$ cat src/rtl/adc_scan_sequencer.sv
`default_nettype none
// ============================================================================
// Module   : adc_scan_sequencer
// Brief    : Round-robin LTC2308 channel scanner with one-frame result latency
//            correction and a one-entry valid/ack sample buffer.
// Revision : 1.0 - initial release
// ============================================================================
module adc_scan_sequencer #(
    parameter int W       = 12,
    parameter int GAP     = 80,
    parameter int TIMEOUT = 255
) (
    input  logic         clk,
    input  logic         rst,
    input  logic         en,
    input  logic [7:0]   ch_mask,
    input  logic         uni,
    output logic [5:0]   conf,
    output logic         start,
    input  logic [W-1:0] res,
    input  logic         ready,
    output logic [W-1:0] data,
    output logic [2:0]   data_ch,
    output logic         data_valid,
    input  logic         data_ack,
    output logic         overrun,
    output logic         timeout,
    output logic         busy
);

    localparam logic [2:0] c_st_idle    = 3'd0;
    localparam logic [2:0] c_st_issue   = 3'd1;
    localparam logic [2:0] c_st_wait    = 3'd2;
    localparam logic [2:0] c_st_capture = 3'd3;
    localparam logic [2:0] c_st_gap     = 3'd4;

    localparam int c_gw = (GAP > 1) ? $clog2(GAP) : 1;
    localparam int c_tw = (TIMEOUT > 1) ? $clog2(TIMEOUT) : 1;
    localparam logic [c_gw-1:0] c_gap_last = c_gw'(GAP - 1);
    localparam logic [c_tw-1:0] c_wd_last  = c_tw'(TIMEOUT - 1);

    logic [2:0]      r_state;
    logic [2:0]      w_state_nxt;
    logic            r_issue_cnt;
    logic [c_tw-1:0] r_wd;
    logic [c_gw-1:0] r_gap_cnt;
    logic [2:0]      r_cur_ch;
    logic [2:0]      r_prev_ch;
    logic            r_prev_vld;
    logic            r_en_d;
    logic [5:0]      r_conf;
    logic [W-1:0]    r_data;
    logic [2:0]      r_data_ch;
    logic            r_data_valid;
    logic            r_overrun;
    logic            r_timeout;

    logic            w_go;
    logic            w_enter_issue;
    logic            w_timeout_hit;
    logic            w_load;
    logic [2:0]      w_pick_ch;

    // First set mask bit strictly after cur, wrapping; i=8 lands back on cur.
    function automatic logic [2:0] f_pick(input logic [2:0] cur, input logic [7:0] mask);
        logic [2:0] pick;
        logic [2:0] idx;
        logic       found;
        pick  = cur;
        found = 1'b0;
        for (int i = 1; i <= 8; i++) begin
            idx = cur + 3'(i);
            if (!found && mask[idx]) begin
                pick  = idx;
                found = 1'b1;
            end
        end
        return pick;
    endfunction

    assign w_go          = en && (ch_mask != 8'd0);
    assign w_enter_issue = (w_state_nxt == c_st_issue) && (r_state != c_st_issue);
    assign w_timeout_hit = (r_state == c_st_wait) && !ready && (r_wd == c_wd_last);
    assign w_load        = (r_state == c_st_capture) && r_prev_vld;
    assign w_pick_ch     = f_pick(r_cur_ch, ch_mask);

    always_ff @(posedge clk) begin
        if (!rst) begin
            r_state <= c_st_idle;
        end else begin
            r_state <= w_state_nxt;
        end
    end

    always_comb begin
        w_state_nxt = r_state;
        case (r_state)
            c_st_idle:    if (w_go) w_state_nxt = c_st_issue;
            c_st_issue:   if (r_issue_cnt) w_state_nxt = c_st_wait;
            c_st_wait: begin
                if (ready)                  w_state_nxt = c_st_capture;
                else if (r_wd == c_wd_last) w_state_nxt = c_st_gap;
            end
            c_st_capture: w_state_nxt = c_st_gap;
            c_st_gap: begin
                if (r_gap_cnt == c_gap_last) w_state_nxt = w_go ? c_st_issue : c_st_idle;
            end
            default:      w_state_nxt = c_st_idle;
        endcase
    end

    always_comb begin
        start = (r_state == c_st_issue);
        busy  = (r_state != c_st_idle);
    end

    always_ff @(posedge clk) begin
        if (!rst) begin
            r_issue_cnt  <= 1'b0;
            r_wd         <= '0;
            r_gap_cnt    <= '0;
            r_cur_ch     <= 3'd7;
            r_prev_ch    <= 3'd0;
            r_prev_vld   <= 1'b0;
            r_en_d       <= 1'b0;
            r_conf       <= 6'd0;
            r_data       <= '0;
            r_data_ch    <= 3'd0;
            r_data_valid <= 1'b0;
            r_overrun    <= 1'b0;
            r_timeout    <= 1'b0;
        end else begin
            r_en_d      <= en;
            r_issue_cnt <= (r_state == c_st_issue) ? ~r_issue_cnt : 1'b0;
            r_wd        <= (r_state == c_st_wait) ? r_wd + 1'b1 : '0;
            r_gap_cnt   <= (r_state == c_st_gap) ? r_gap_cnt + 1'b1 : '0;

            if (w_enter_issue) begin
                r_cur_ch <= w_pick_ch;
                r_conf   <= {1'b1, w_pick_ch[0], w_pick_ch[2:1], uni, 1'b0};
            end

            // The result captured now belongs to the previous frame's channel.
            if (r_state == c_st_capture) begin
                r_prev_ch  <= r_cur_ch;
                r_prev_vld <= 1'b1;
            end else if (w_timeout_hit || (w_state_nxt == c_st_idle)) begin
                r_prev_vld <= 1'b0;
            end

            // Clear on en rising edge first so a same-cycle event still sets the flag.
            if (en && !r_en_d) begin
                r_overrun <= 1'b0;
                r_timeout <= 1'b0;
            end
            if (w_timeout_hit) begin
                r_timeout <= 1'b1;
            end
            if (w_load && r_data_valid && !data_ack) begin
                r_overrun <= 1'b1;
            end

            if (w_load) begin
                r_data       <= res;
                r_data_ch    <= r_prev_ch;
                r_data_valid <= 1'b1;
            end else if (data_ack) begin
                r_data_valid <= 1'b0;
            end
        end
    end

    assign conf       = r_conf;
    assign data       = r_data;
    assign data_ch    = r_data_ch;
    assign data_valid = r_data_valid;
    assign overrun    = r_overrun;
    assign timeout    = r_timeout;

endmodule
`default_nettype wire

$ cat config.mk
export PLATFORM = sky130hd
export DESIGN_NAME = adc_scan_sequencer
export DESIGN_NICKNAME = d
export VERILOG_FILES = /design/src/rtl/adc_scan_sequencer.sv
export SDC_FILE = /design/constraint.sdc
export NUM_CORES = 1
export LEC_CHECK = 0
export BUFFER_PORTS_ARGS = -buffer_cell sky130_fd_sc_hd__buf_2
export CAP_MARGIN = 20
export CORE_UTILIZATION = 54
export CTS_CLUSTER_DIAMETER = 100
export DETAILED_ROUTE_END_ITERATION = 12
export PLACE_DENSITY = 0.77
export SLEW_MARGIN = 20
export SYNTH_ARGS = -nofsm -noshare
export SYNTH_HDL_FRONTEND = slang
export SYNTH_SLANG_ARGS = --single-unit
$ cat constraint.sdc
create_clock -name clk -period 7.61 [get_ports clk]
set_clock_uncertainty 0.1 [all_clocks]
set_input_delay 0.3805 -clock clk [delete_from_list [all_inputs] [get_ports clk]]
set_output_delay 0.3805 -clock clk [all_outputs]
set_load 0.02 [all_outputs]
# After elaboration in Yosys (flattened, before gate mapping)
# Index checks and enable logic that the tools add are counted.
# totals
mem_bits_ro	0
ff_bits	50
n_memories	0
mem_bits_rw	0
latch_bits	0
# classes
n_mul	0
n_bitwise	1
n_mux	45
div	0
shift	0
n_lt_le_gt_ge	8
n_reduce_logical	37
n_eq_ne	8
add_sub_neg	9
# op_table
op	count
3-bit 2-to-1 mux	13
3-bit by 4-bit < comparator with 1-bit output, second input constant	8
1-bit binary-select mux with 3-bit select	8
1-bit 2-to-1 mux	23
1-bit logical AND	15
3-bit one-hot mux with 5 select lines	1
3-bit adder, second input constant	4
1-bit logical NOT	10
8-bit by 1-bit adder with 8-bit output, second input constant	1
8-bit == test, second input constant	1
2-bit nonzero test	4
8-bit nonzero test	1
7-bit by 1-bit adder with 7-bit output, second input constant	1
7-bit == test, second input constant	1
3-bit by 2-bit adder with 3-bit output, second input constant	2
3-bit by 1-bit == test with 1-bit output, second input constant	2
3-bit by 2-bit == test with 1-bit output, second input constant	2
3-bit logical NOT	2
2-bit AND reduction	3
3-bit by 1-bit adder with 3-bit output, second input constant	1
3-bit == test, second input constant	1
3-bit by 1-bit != test with 1-bit output, second input constant	1
3-bit nonzero test	1
1-bit logical OR	1
1-bit NOT	1

# Logic depth before layout (Yosys ltp)
# Gate-level depths: netlist of run 1.
# depth
word_depth	25
depth_mapped	13
depth_no_buf	9

# Least setup slack after synthesis of run 1
# No wires, ideal clock.
# synth_path
kind	register to register
startpoint	reg r_cur_ch[1]
endpoint	reg r_cur_ch[2]
path_stages_with_launch	12
period_less_slack_ps	3051
slack_ps	4559
t_required_ps	7370
arrival_ps	2812
setup_time_ps	140
path_buffers	2
cell_sequence	dfxtp_1 buf_2 inv_1 ha_1 buf_6 mux2_1 mux4_2 o32a_1 nor2_1 and2_4 o2bb2ai_2 a41oi_2
# synth_via
elab_chain_len	25
# synth_lines
element	line_no	text
from (decl)	47	logic [2:0] r_cur_ch;
from (signal assigned)	139	r_cur_ch <= w_pick_ch;
3-bit by 1-bit adder with 3-bit output	72	idx = cur + 3'(i);
1-bit binary-select mux with 3-bit select	73	if (!found && mask[idx]) begin
1-bit 2-to-1 mux (implied by the code)	73	
1-bit 2-to-1 mux	73	
1-bit logical NOT	73	
1-bit logical AND	73	
1-bit 2-to-1 mux	73	
1-bit logical NOT	73	
(+9 left out)	n/a	
1-bit logical AND	73	
1-bit 2-to-1 mux	73	
1-bit logical NOT	73	
1-bit logical AND	73	
1-bit 2-to-1 mux	73	
1-bit logical NOT	73	
1-bit logical AND	73	
3-bit 2-to-1 mux *	73	
# Every way passes the cells marked *; elsewhere a longest branch is shown, timed or not. The select of a mux whose other input is x is not followed.
# A chain may end at the register's enable or synchronous reset.

# Final worst setup path of run 1
# layout_path
startpoint	reg r_cur_ch[0]
endpoint	reg r_cur_ch[1]
# The elaborated chain is that of the path after synthesis.

==> results of run 1 <==
## metal layers
| layer | vias to the layer above | track usage |
|---|---|---|
| li1 | 1256 | - |
| met1 | 1158 | 0.268 |
| met2 | 61 | 0.374 |
| met3 | 4 | 0.0398 |
| met4 | 0 | 0.0423 |
| met5 | - | 0 |
## placed cells by master (no fill, tap or decap), types with 2 or more instances in the layout
cell      synthesis  layout
mux2i_1           9       9
or3_1             2       2
nand2_1          53      53
clkbuf_1          9       2
o22ai_1           4       4
a21boi_0         22      22
o21ai_0          11      11
a21oi_1           6       6
nor4_1            2       2
nor2_1           26      26
mux2_2            5       5
nor3_1            5       5
mux2_4            3       3
dfxtp_1          50      50
xnor2_1           6       6
buf_2             6      50
xor2_1            8       8
o211ai_1          3       3
a31oi_1           4       4
and3_1            3       3
nor2b_1           2       2
nand4_1           3       3
and2_1            7       7
o32ai_1           2       2
inv_1             9       9
o31ai_1           2       2
mux4_2           11      11
ha_1              5       5
clkbuf_8          0       5
a21boi_1          3       3
nand3_1          13      13
mux2_1            2       2
nand2b_1          5       5
## power groups by stage
stage | Combinational (mW) | Clock, mW | Sequential, mW
after floorplan | 0.457 | 0 | 0.301
after global placement | 0.506 | 0 | 0.323
after detailed placement | 0.520 | 0 | 0.324
after CTS | 0.521 | 0.185 | 0.318
after global routing | 0.568 | 0.194 | 0.324
final | 0.528 | 0.181 | 0.318
## stage by stage
stage / instance area, µm² / hold WS [ns] / total power, mW / std cells / setup WS (ns)
final: 3300 / 0.225 / 1.03 / 440 / 3.68
after global routing: 3300 / 0.218 / 1.09 / 440 / 3.46
after CTS: 3300 / 0.219 / 1.02 / 440 / 3.68
after detailed placement: 3190 / 0.336 / 0.844 / 432 / 3.70
after global placement: 3190 / 0.326 / 0.829 / 432 / 3.83
after floorplan: 2950 / 0.313 / 0.758 / 331 / 4.56
## worst max-delay path, delay by kind of cell (launching register included)
family | cells | cell delay (ns)
compound gates | 3 | 0.68
simple gates | 2 | 0.30
mux | 2 | 0.86
buf+inv | 1 | 0.23
fa+ha+maj | 1 | 0.84
flops | 1 | 0.77
## cell type report
cell class,instances,area (µm²)
clock inverters,1,30.0
repair buffers,50,250
inverters,10,37.5
fillers,452,1880
clock buffers,7,76.3
flip-flops and latches,50,1000
well taps,70,87.6
multi-input cells,252,1810
## worst paths after layout
path	start	to	slack [ns]	cells after the start
worst min register to register	r_gap_cnt[0]	r_gap_cnt[0]	0.34	1
worst max-delay path	r_cur_ch[0]	r_cur_ch[1]	3.68	9
worst max register to register	r_cur_ch[0]	r_cur_ch[1]	3.68	9
worst min-delay path	res[2]	data[2]	0.23	3
## sequential cells by signal, indices dropped and copies added (netlist names)
name         cells
r_en_d           1
conf             5
r_issue_cnt      1
r_state          3
overrun          1
r_prev_vld       1
timeout          1
data            12
r_wd             8
data_ch          3
data_valid       1
r_gap_cnt        7
r_prev_ch        3
r_cur_ch         3
## cells by family after synthesis
family          after synthesis  share of synthesized area
simple gates                129                      0.204
compound gates               72                      0.181
flops                        50                      0.339
mux                          31                      0.165
buf+inv                      29                     0.0470
xor+xnor                     14                     0.0415
fa+ha+maj                     5                     0.0212
other cells                   1                    0.00127
==> impl_metrics.env, run 1 <==
export IMPL_outcome="complete, no violations"
export IMPL_io_pins=52
export IMPL_post_cts_buffers=0
export IMPL_hold_viol=0
export IMPL_fp_dieH_um=75.9
export IMPL_clkLatencyLatePin_ns=0.30
export IMPL_hold_class="in2reg"
export IMPL_core_area_um2=5170
export IMPL_async_flop_share=0
export IMPL_seq_power_share=0.310
export IMPL_yosysSeqAreaShare=0.339
export IMPL_yosysMostFrequentCell="nand2_1"
export IMPL_crit_path_max_incr_delay_ns=0.84
export IMPL_drive_above_1_share=0.227
export IMPL_nets=400
export IMPL_final_util=0.637
export IMPL_highest_layer="met4"
export IMPL_syn_inst=331
export IMPL_route_met2_wl_mm=3.00
export IMPL_maxCapViolCount=0
export IMPL_slew_violations=0
export IMPL_cp_cell_sequence="inv_2 > ha_1 > mux2_1 > mux4_2 > o32a_1 > nor2_1 > nand3_1 > o221ai_2 > o211ai_1"
export IMPL_port_buffers=50
export IMPL_finalCriticalPeriod_ns=3.93
export IMPL_viasPerCell=5.63
export IMPL_ys_top_cells_by_count="53 x nand2_1, 50 x dfxtp_1, 26 x nor2_1"
export IMPL_hpwl_mm=4.33
export IMPL_worstMarginPinSlew_ns=0.735
export IMPL_required_ns=7.66
export IMPL_synth_cell_types=60
export IMPL_wl_met3_um=276
export IMPL_synth_yosys_warnings=0
export IMPL_drt_total_wl_mm=6.03
export IMPL_grt_start_max_net_pins=41
export IMPL_cts_root_buf="clkbuf_8"
export IMPL_crit_path_start_kind="flop"
export IMPL_cts_htree_levels=2
export IMPL_critPathArrivalTime_ns=3.98
export IMPL_setup_viol=0
export IMPL_drtPass1Iterations=4
export IMPL_synth_largest_area_cell="dfxtp_1"
export IMPL_cts_resized=0
export IMPL_path_clk_slew_ns=0.08
export IMPL_cts_sinks=50
export IMPL_die_width_um=75.9
export IMPL_ir_drop_uv=152
export IMPL_gp_congestion=0.865
export IMPL_p_int_mw=0.619
export IMPL_area_growth_pct=11.6
export IMPL_first_global_vias=2230
export IMPL_post_synth_top_area_fraction=0.339
export IMPL_synthTopCellsByArea="dfxtp_1 34%, mux4_2 8.4%, nand2_1 6.7%"
export IMPL_switching_power_mw=0.407
export IMPL_grt_pass1_wl_mm=10.1
export IMPL_tns_ns=0
export IMPL_cts_tree="built"
export IMPL_syn_area_um2=2950
export IMPL_critical_path_class="reg2reg"
export IMPL_grt_remaining_overflow=0
export IMPL_postRouteAntennaNets=0
export IMPL_die_area_um2=5770
export IMPL_switching_share=0.397
export IMPL_synth_edf_count=0
export IMPL_drt_iter0_markers=164
export IMPL_drt_met1_wl_mm=2.72
export IMPL_antenna_found_initial=0
export IMPL_end_kind="flop"
export IMPL_path_max_fanout=18
export IMPL_relSlewSlack=0.510
export IMPL_rsz0062_at_grt="no"
export IMPL_min_period_over_period=0.516
export IMPL_drc=0
export IMPL_powerDensity_nw_per_um2=311
export IMPL_num_antenna_cells=0
export IMPL_synth_ff_type="dfxtp_1"
export IMPL_wl_per_cell_um=13.7
export IMPL_power_static_leakage_nw=1.27
export IMPL_ctsHoldBuffers=0
export IMPL_fmax_ghz=0.254
export IMPL_grt_total_usage=0.211
export IMPL_ys_seq_elements=50
export IMPL_start_util=0.571
export IMPL_cts_max_path_buffers=2
export IMPL_syn_nets=362
export IMPL_via_count=2479
export IMPL_num_rows=26
export IMPL_clockPowerShare=0.176
export IMPL_cp_slowest_cell="ha_1"
export IMPL_p_comb_frac=0.514
export IMPL_cts_made_buffers=5
export IMPL_synth_avg_cell_area_um2=8.92
Power figures use the tool's default switching activity.
==> run 2, diff against run 1 <==
--- a/config.mk
+++ b/config.mk
@@ -5,12 +5,13 @@
 export SDC_FILE = /design/constraint.sdc
 export NUM_CORES = 1
 export LEC_CHECK = 0
+export ABC_AREA = 1
 export BUFFER_PORTS_ARGS = -buffer_cell sky130_fd_sc_hd__buf_2
 export CAP_MARGIN = 20
 export CORE_UTILIZATION = 54
 export CTS_CLUSTER_DIAMETER = 100
 export DETAILED_ROUTE_END_ITERATION = 12
-export PLACE_DENSITY = 0.77
+export PLACE_DENSITY = 0.78
 export SLEW_MARGIN = 20
 export SYNTH_ARGS = -nofsm -noshare
 export SYNTH_HDL_FRONTEND = slang
==> constraint.sdc (replaced) <==
create_clock -name clk -period 3.8 [get_ports clk]
set_clock_uncertainty 0.1 [all_clocks]
set_input_delay 0.19 -clock clk [delete_from_list [all_inputs] [get_ports clk]]
set_output_delay 0.19 -clock clk [all_outputs]
set_load 0.02 [all_outputs]
==> run 2 against run 1 <==
Effect of this change: global-route usage increased by 1.2 points; maximum frequency up 40%; die area is 11% lower; final area is 8.3% lower; cell count rose by 11%; highest routed layer unchanged.
==> impl_metrics.env, run 2 <==
export IMPL_power_static_leakage_nw=1.39
export IMPL_ys_top_cells_by_count="103 x nand2_1, 50 x dfxtp_1, 35 x nand3_1"
export IMPL_clockPowerShare=0.240
export IMPL_crit_cells=16
export IMPL_synthTopCellsByArea="dfxtp_1 38%, nand2_1 15%, nand3_1 6.7%"
export IMPL_switching_power_mw=0.653
export IMPL_grt_total_usage=0.223
export IMPL_async_flop_share=0
export IMPL_path_clk_slew_ns=0.10
export IMPL_dp_cells=481
export IMPL_die_width_um=71.8
export IMPL_power_total_mw=1.62
export IMPL_post_cts_buffers=0
export IMPL_grt_start_max_net_pins=24
export IMPL_grt_pass1_wl_mm=9.20
export IMPL_first_global_vias=2120
export IMPL_postRouteAntennaNets=0
export IMPL_powerDensity_nw_per_um2=535
export IMPL_tns_ns=0
export IMPL_synth_largest_area_cell="dfxtp_1"
export IMPL_synth_ff_type="dfxtp_1"
export IMPL_path_common_cell="nand2_1"
export IMPL_syn_nets=405
export IMPL_layout_cells_most_common="nand2_1"
export IMPL_viasPerCell=5.02
export IMPL_syn_area_um2=2630
export IMPL_cts_made_buffers=5
export IMPL_drc=0
export IMPL_crit_family="simple AND/OR/NAND/NOR gates"
export IMPL_hold_viol=0
export IMPL_cts_root_buf="clkbuf_8"
export IMPL_fp_dieH_um=71.8
export IMPL_cp_cell_sequence="inv_4 > ha_1 > inv_1 > nand3_1 > nand2_1 > nand2_1 > nand2_2 > nand3_2 > nor2_4 > nand4_2 > nand2_1 > inv_1 > nand2_1 > nand2_1 > nand2_2 > a21oi_2"
export IMPL_via_count=2455
export IMPL_cts_sinks=50
export IMPL_wl_per_cell_um=11.5
export IMPL_crit_path_max_incr_delay_ns=0.62
export IMPL_p_int_mw=0.963
export IMPL_crit_path_start_kind="flop"
export IMPL_hold_class="in2reg"
export IMPL_cts_resized=0
export IMPL_synth_avg_cell_area_um2=7.04
export IMPL_core_area_um2=4720
export IMPL_ctsHoldBuffers=0
export IMPL_synth_edf_count=0
export IMPL_finalCriticalPeriod_ns=2.81
export IMPL_seq_power_share=0.360
export IMPL_finalNonFillerCells=489
export IMPL_drive_above_1_share=0.225
export IMPL_num_antenna_cells=0
export IMPL_pre_cts_ws_ns=1.05
export IMPL_slew_violations=0
export IMPL_grt_remaining_overflow=0
export IMPL_required_ns=3.90
export IMPL_antenna_found_initial=0
export IMPL_post_synth_top_area_fraction=0.380
export IMPL_min_period_over_period=0.740
export IMPL_path_max_fanout=12
export IMPL_relSlewSlack=0.625
export IMPL_cts_max_path_buffers=2
export IMPL_synth_cell_types=42
export IMPL_port_buffers=50
export IMPL_rsz0062_at_grt="no"
export IMPL_num_rows=25
export IMPL_die_area_um2=5160
export IMPL_outcome="complete, no violations"
export IMPL_ys_seq_elements=50
export IMPL_critPathArrivalTime_ns=2.91
export IMPL_area_growth_pct=14.7
export IMPL_drtPass1Iterations=4
export IMPL_holdPathStages=3
export IMPL_synth_yosys_warnings=0
export IMPL_start_util=0.558
export IMPL_worstMarginPinSlew_ns=0.562
export IMPL_crit_buf_inv=3
export IMPL_r2r_setup_slack_ns=0.99
export IMPL_largest_register_ffs=12
export IMPL_cts_htree_levels=2
export IMPL_drt_iter0_markers=123
export IMPL_p_comb_frac=0.400
export IMPL_cp_slowest_cell="dfxtp_1"
export IMPL_nets=452
export IMPL_drt_total_wl_mm=5.62
export IMPL_ir_drop_uv=263
export IMPL_mostFrequentLayoutCells="103 x nand2_1, 50 x dfxtp_1, 50 x buf_2, 35 x nand3_1, 34 x inv_1"
export IMPL_end_kind="flop"
export IMPL_maxCapViolCount=0
export IMPL_setup_ws_ns=0.988
export IMPL_hpwl_mm=4.30
export IMPL_cts_tree="built"
export IMPL_gp_congestion=0.906
export IMPL_rr_worst_depth=16
export IMPL_switching_share=0.404
export IMPL_setup_viol=0
export IMPL_io_pins=52
export IMPL_critical_path_class="reg2reg"
export IMPL_yosysMostFrequentCell="nand2_1"
export IMPL_final_util=0.640
export IMPL_fmax_ghz=0.356
export IMPL_syn_inst=374
export IMPL_clkLatencyLatePin_ns=0.30
export IMPL_yosysSeqAreaShare=0.380
==> run 2: cell count changes in the layout (fill, tap and decap cells not counted), sizes merged, moves of 9 or more <==
cell    previous run  this run
and2               9         0
mux2i              9         0
mux4              12         0
nand2             53       115
mux2              10         0
inv               10        41
nand3             14        41
a21oi              6        33
a21boi            26         1
==> run 2: per-layer routing <==
metal  GRT usage  routed length, µm  vias up
met5           0                  0        -
li1            -                  -     1305
met2       0.378               2580       66
met3      0.0394                264        2
met1       0.294               2760     1082
met4      0.0566                 13        0
==> run 2: final cells by class <==
type,instances,area [µm²]
clock inverters,3,47.5
well taps,67,83.8
inverters,40,156
multi-input cells,273,1410
clock buffers,5,68.8
fillers,439,1700
flip-flops and latches,50,1000
repair buffers,51,258
==> run 2: metrics by stage <==
step / hold slack [ns] / instance area [µm²]
after global placement: 0.317 / 2910
after CTS: 0.00225 / 3020
after floorplan: 0.183 / 2630
final: 0.0103 / 3020
after detailed placement: 0.330 / 2910
after global routing: 0.00323 / 3020
==> run 2: final timing paths <==
path,start,end
worst max-delay path,r_cur_ch[0],conf[2]
worst min-delay path,uni,conf[1]
worst max register to register,r_cur_ch[0],conf[2]
worst min register to register,r_gap_cnt[0],r_gap_cnt[0]
==> run 2: power groups by stage <==
stage                     combinational (mW)  clock (mW)  sequential, mW
after floorplan                        0.527           0           0.584
after global placement                 0.637           0           0.593
after detailed placement               0.635           0           0.593
after CTS                              0.637       0.397           0.581
after global routing                   0.717       0.416           0.586
final                                  0.647       0.388           0.582
==> run 2: cells by family (layout without fill, tap and decap cells) <==
kind of cell	count (synthesis)	count (layout)	share of synthesized area
AND/OR/NAND/NOR	207	207	0.369
XOR/XNOR	4	4	0.0190
adder cells (fa/ha/maj)	5	5	0.0238
buffers and inverters	51	99	0.0860
other	1	1	0.00142
AO/OA/AOI/OAI	56	56	0.121
flip-flops	50	50	0.380
==> run 2: worst min-delay path, stage by stage <==
cell	delay, ns
buf_2	0.08
nor2_1	0.03
nor2_1	0.08
==> run 3, diff against run 2 <==
==> constraint.sdc (replaced) <==
create_clock -name clk -period 2.95 [get_ports clk]
set_clock_uncertainty 0.1 [all_clocks]
set_input_delay 0.1475 -clock clk [delete_from_list [all_inputs] [get_ports clk]]
set_output_delay 0.1475 -clock clk [all_outputs]
set_load 0.02 [all_outputs]
==> run 3 against run 2 <==
Effect of this change: sequential cell count unchanged; wire length increased by 9.7%; cell count increased by 3.5%; maximum frequency increased by 16%; sequential share of layout area decreased by 1.7 points; final area increased by 5.4%; non-clock buffer count increased by 17; register-to-register slack got worse by 0.45 ns; utilization increased by 3.5 points; die area unchanged; via count increased by 7.9%; sequential power increased by 26%; largest cell class unchanged.
==> impl_metrics.env, run 3 (synthesis results as in run 2) <==
export IMPL_outcome="complete, no violations"
export IMPL_critical_path_class="reg2reg"
export IMPL_end_kind="flop"
export IMPL_viasPerCell=5.23
export IMPL_drive_above_1_share=0.223
export IMPL_path_max_fanout=12
export IMPL_cts_made_buffers=5
export IMPL_postRouteAntennaNets=0
export IMPL_drc=0
export IMPL_start_util=0.558
export IMPL_hold_viol=0
export IMPL_grt_total_usage=0.247
export IMPL_area_growth_pct=21.0
export IMPL_core_area_um2=4720
export IMPL_fmax_ghz=0.414
export IMPL_clkLatencyLatePin_ns=0.31
export IMPL_layout_cells_most_common="nand2_1"
export IMPL_crit_path_start_kind="flop"
export IMPL_tns_ns=0
export IMPL_cts_htree_levels=2
export IMPL_num_antenna_cells=0
export IMPL_critPathArrivalTime_ns=2.50
export IMPL_cp_cell_sequence="inv_4 > ha_1 > inv_1 > nand3_1 > nand3_2 > nand2_4 > inv_4 > nand3_2 > nor2_4 > nand4_2 > clkinv_2 > o21ai_1 > nand3_1 > o211ai_1"
export IMPL_io_pins=52
export IMPL_finalCriticalPeriod_ns=2.42
export IMPL_hpwl_mm=4.26
export IMPL_die_area_um2=5160
export IMPL_power_total_mw=2.10
export IMPL_first_global_vias=2397
export IMPL_cts_resized=0
export IMPL_cts_sinks=50
export IMPL_mostFrequentLayoutCells="103 x nand2_1, 50 x dfxtp_1, 50 x buf_2, 35 x nand3_1, 34 x inv_1"
export IMPL_min_period_over_period=0.819
export IMPL_final_util=0.674
export IMPL_powerDensity_nw_per_um2=660
export IMPL_ir_drop_uv=338
export IMPL_drtPass1Iterations=5
export IMPL_gp_congestion=0.898
export IMPL_drt_total_wl_mm=6.16
export IMPL_maxCapViolCount=0
export IMPL_cp_slowest_cell="ha_1"
export IMPL_port_buffers=50
export IMPL_cts_max_path_buffers=2
export IMPL_grt_start_max_net_pins=25
export IMPL_cts_root_buf="clkbuf_8"
export IMPL_r2r_setup_slack_ns=0.53
export IMPL_hold_class="in2reg"
export IMPL_path_clk_slew_ns=0.10
export IMPL_seq_power_share=0.348
export IMPL_drt_iter0_markers=180
export IMPL_crit_path_max_incr_delay_ns=0.41
export IMPL_clockPowerShare=0.238
export IMPL_switching_power_mw=0.840
export IMPL_rsz0062_at_grt="no"
export IMPL_die_width_um=71.8
export IMPL_antenna_found_initial=0
export IMPL_largest_register_ffs=12
export IMPL_power_static_leakage_nw=1.45
export IMPL_grt_remaining_overflow=0
export IMPL_setup_viol=0
export IMPL_p_comb_frac=0.414
export IMPL_switching_share=0.400
export IMPL_p_int_mw=1.26
export IMPL_wl_per_cell_um=12.2
export IMPL_num_rows=25
export IMPL_via_count=2648
export IMPL_nets=469
export IMPL_slew_violations=0
export IMPL_required_ns=3.03
export IMPL_fp_dieH_um=71.8
export IMPL_cts_tree="built"
export IMPL_grt_pass1_wl_mm=10.2
## run 3: cell count changes in the layout (fill, tap and decap cells not counted), sizes merged
cell | previous run | this run
clkinvlp | 0 | 1
dlygate4sd3 | 0 | 14
buf | 51 | 54
inv | 41 | 40
## run 3: worst max-delay path: cells and delay by family (launching register included)
kind / cells / cell delay (ns)
compound gates: 2 / 0.17
fa+ha+maj: 1 / 0.41
buf+inv: 4 / 0.49
flops: 1 / 0.38
simple gates: 7 / 0.75
## run 3: per-stage QoR
stage | cells | worst slack, ns | cell area [µm²] | hold WS (ns)
2_1_floorplan | 374 | 0.616 | 2630 | 0.141
3_3_place_gp | 484 | 0.612 | 2930 | 0.275
3_5_place_dp | 484 | 0.569 | 2930 | 0.279
4_1_cts | 506 | 0.555 | 3190 | 0.00934
5_1_grt | 506 | 0.323 | 3190 | 0.0169
6_report | 506 | 0.533 | 3190 | 0.0116
## run 3: final timing paths
check | startpoint | cells past startpoint | to
min reg2reg | r_gap_cnt[0] | 1 | r_gap_cnt[0]
min | rst | 2 | r_cur_ch[2]
max | r_cur_ch[0] | 14 | r_cur_ch[0]
max reg2reg | r_cur_ch[0] | 14 | r_cur_ch[0]
## run 3: area by class of cell
| cell class | instances | area [µm²] |
|---|---|---|
| fillers | 421 | 1540 |
| multi-input cells | 273 | 1410 |
| clock buffers | 5 | 68.8 |
| repair buffers | 68 | 420 |
| clock inverters | 3 | 48.8 |
| well taps | 67 | 83.8 |
| inverters | 40 | 156 |
| flip-flops and latches | 50 | 1000 |
## run 3: what timing repair did
item | CTS | global route
endpoints found under the hold margin | 14 | 0
hold buffers | 14 | 0
buffers inserted | 0 | 0
## run 3: per-layer routing
metal  track usage  routed length [µm]
met5             0                   0
met4         0.115                 174
met3        0.0563                 402
met2         0.398                2830
met1         0.314                2750
## run 3: power groups by stage
stage	logic [mW]	clock network, mW	registers (mW)
6_report	0.870	0.501	0.731
4_1_cts	0.857	0.512	0.730
2_1_floorplan	0.679	0	0.753
5_1_grt	0.971	0.537	0.734
3_3_place_gp	0.832	0	0.746
3_5_place_dp	0.841	0	0.746
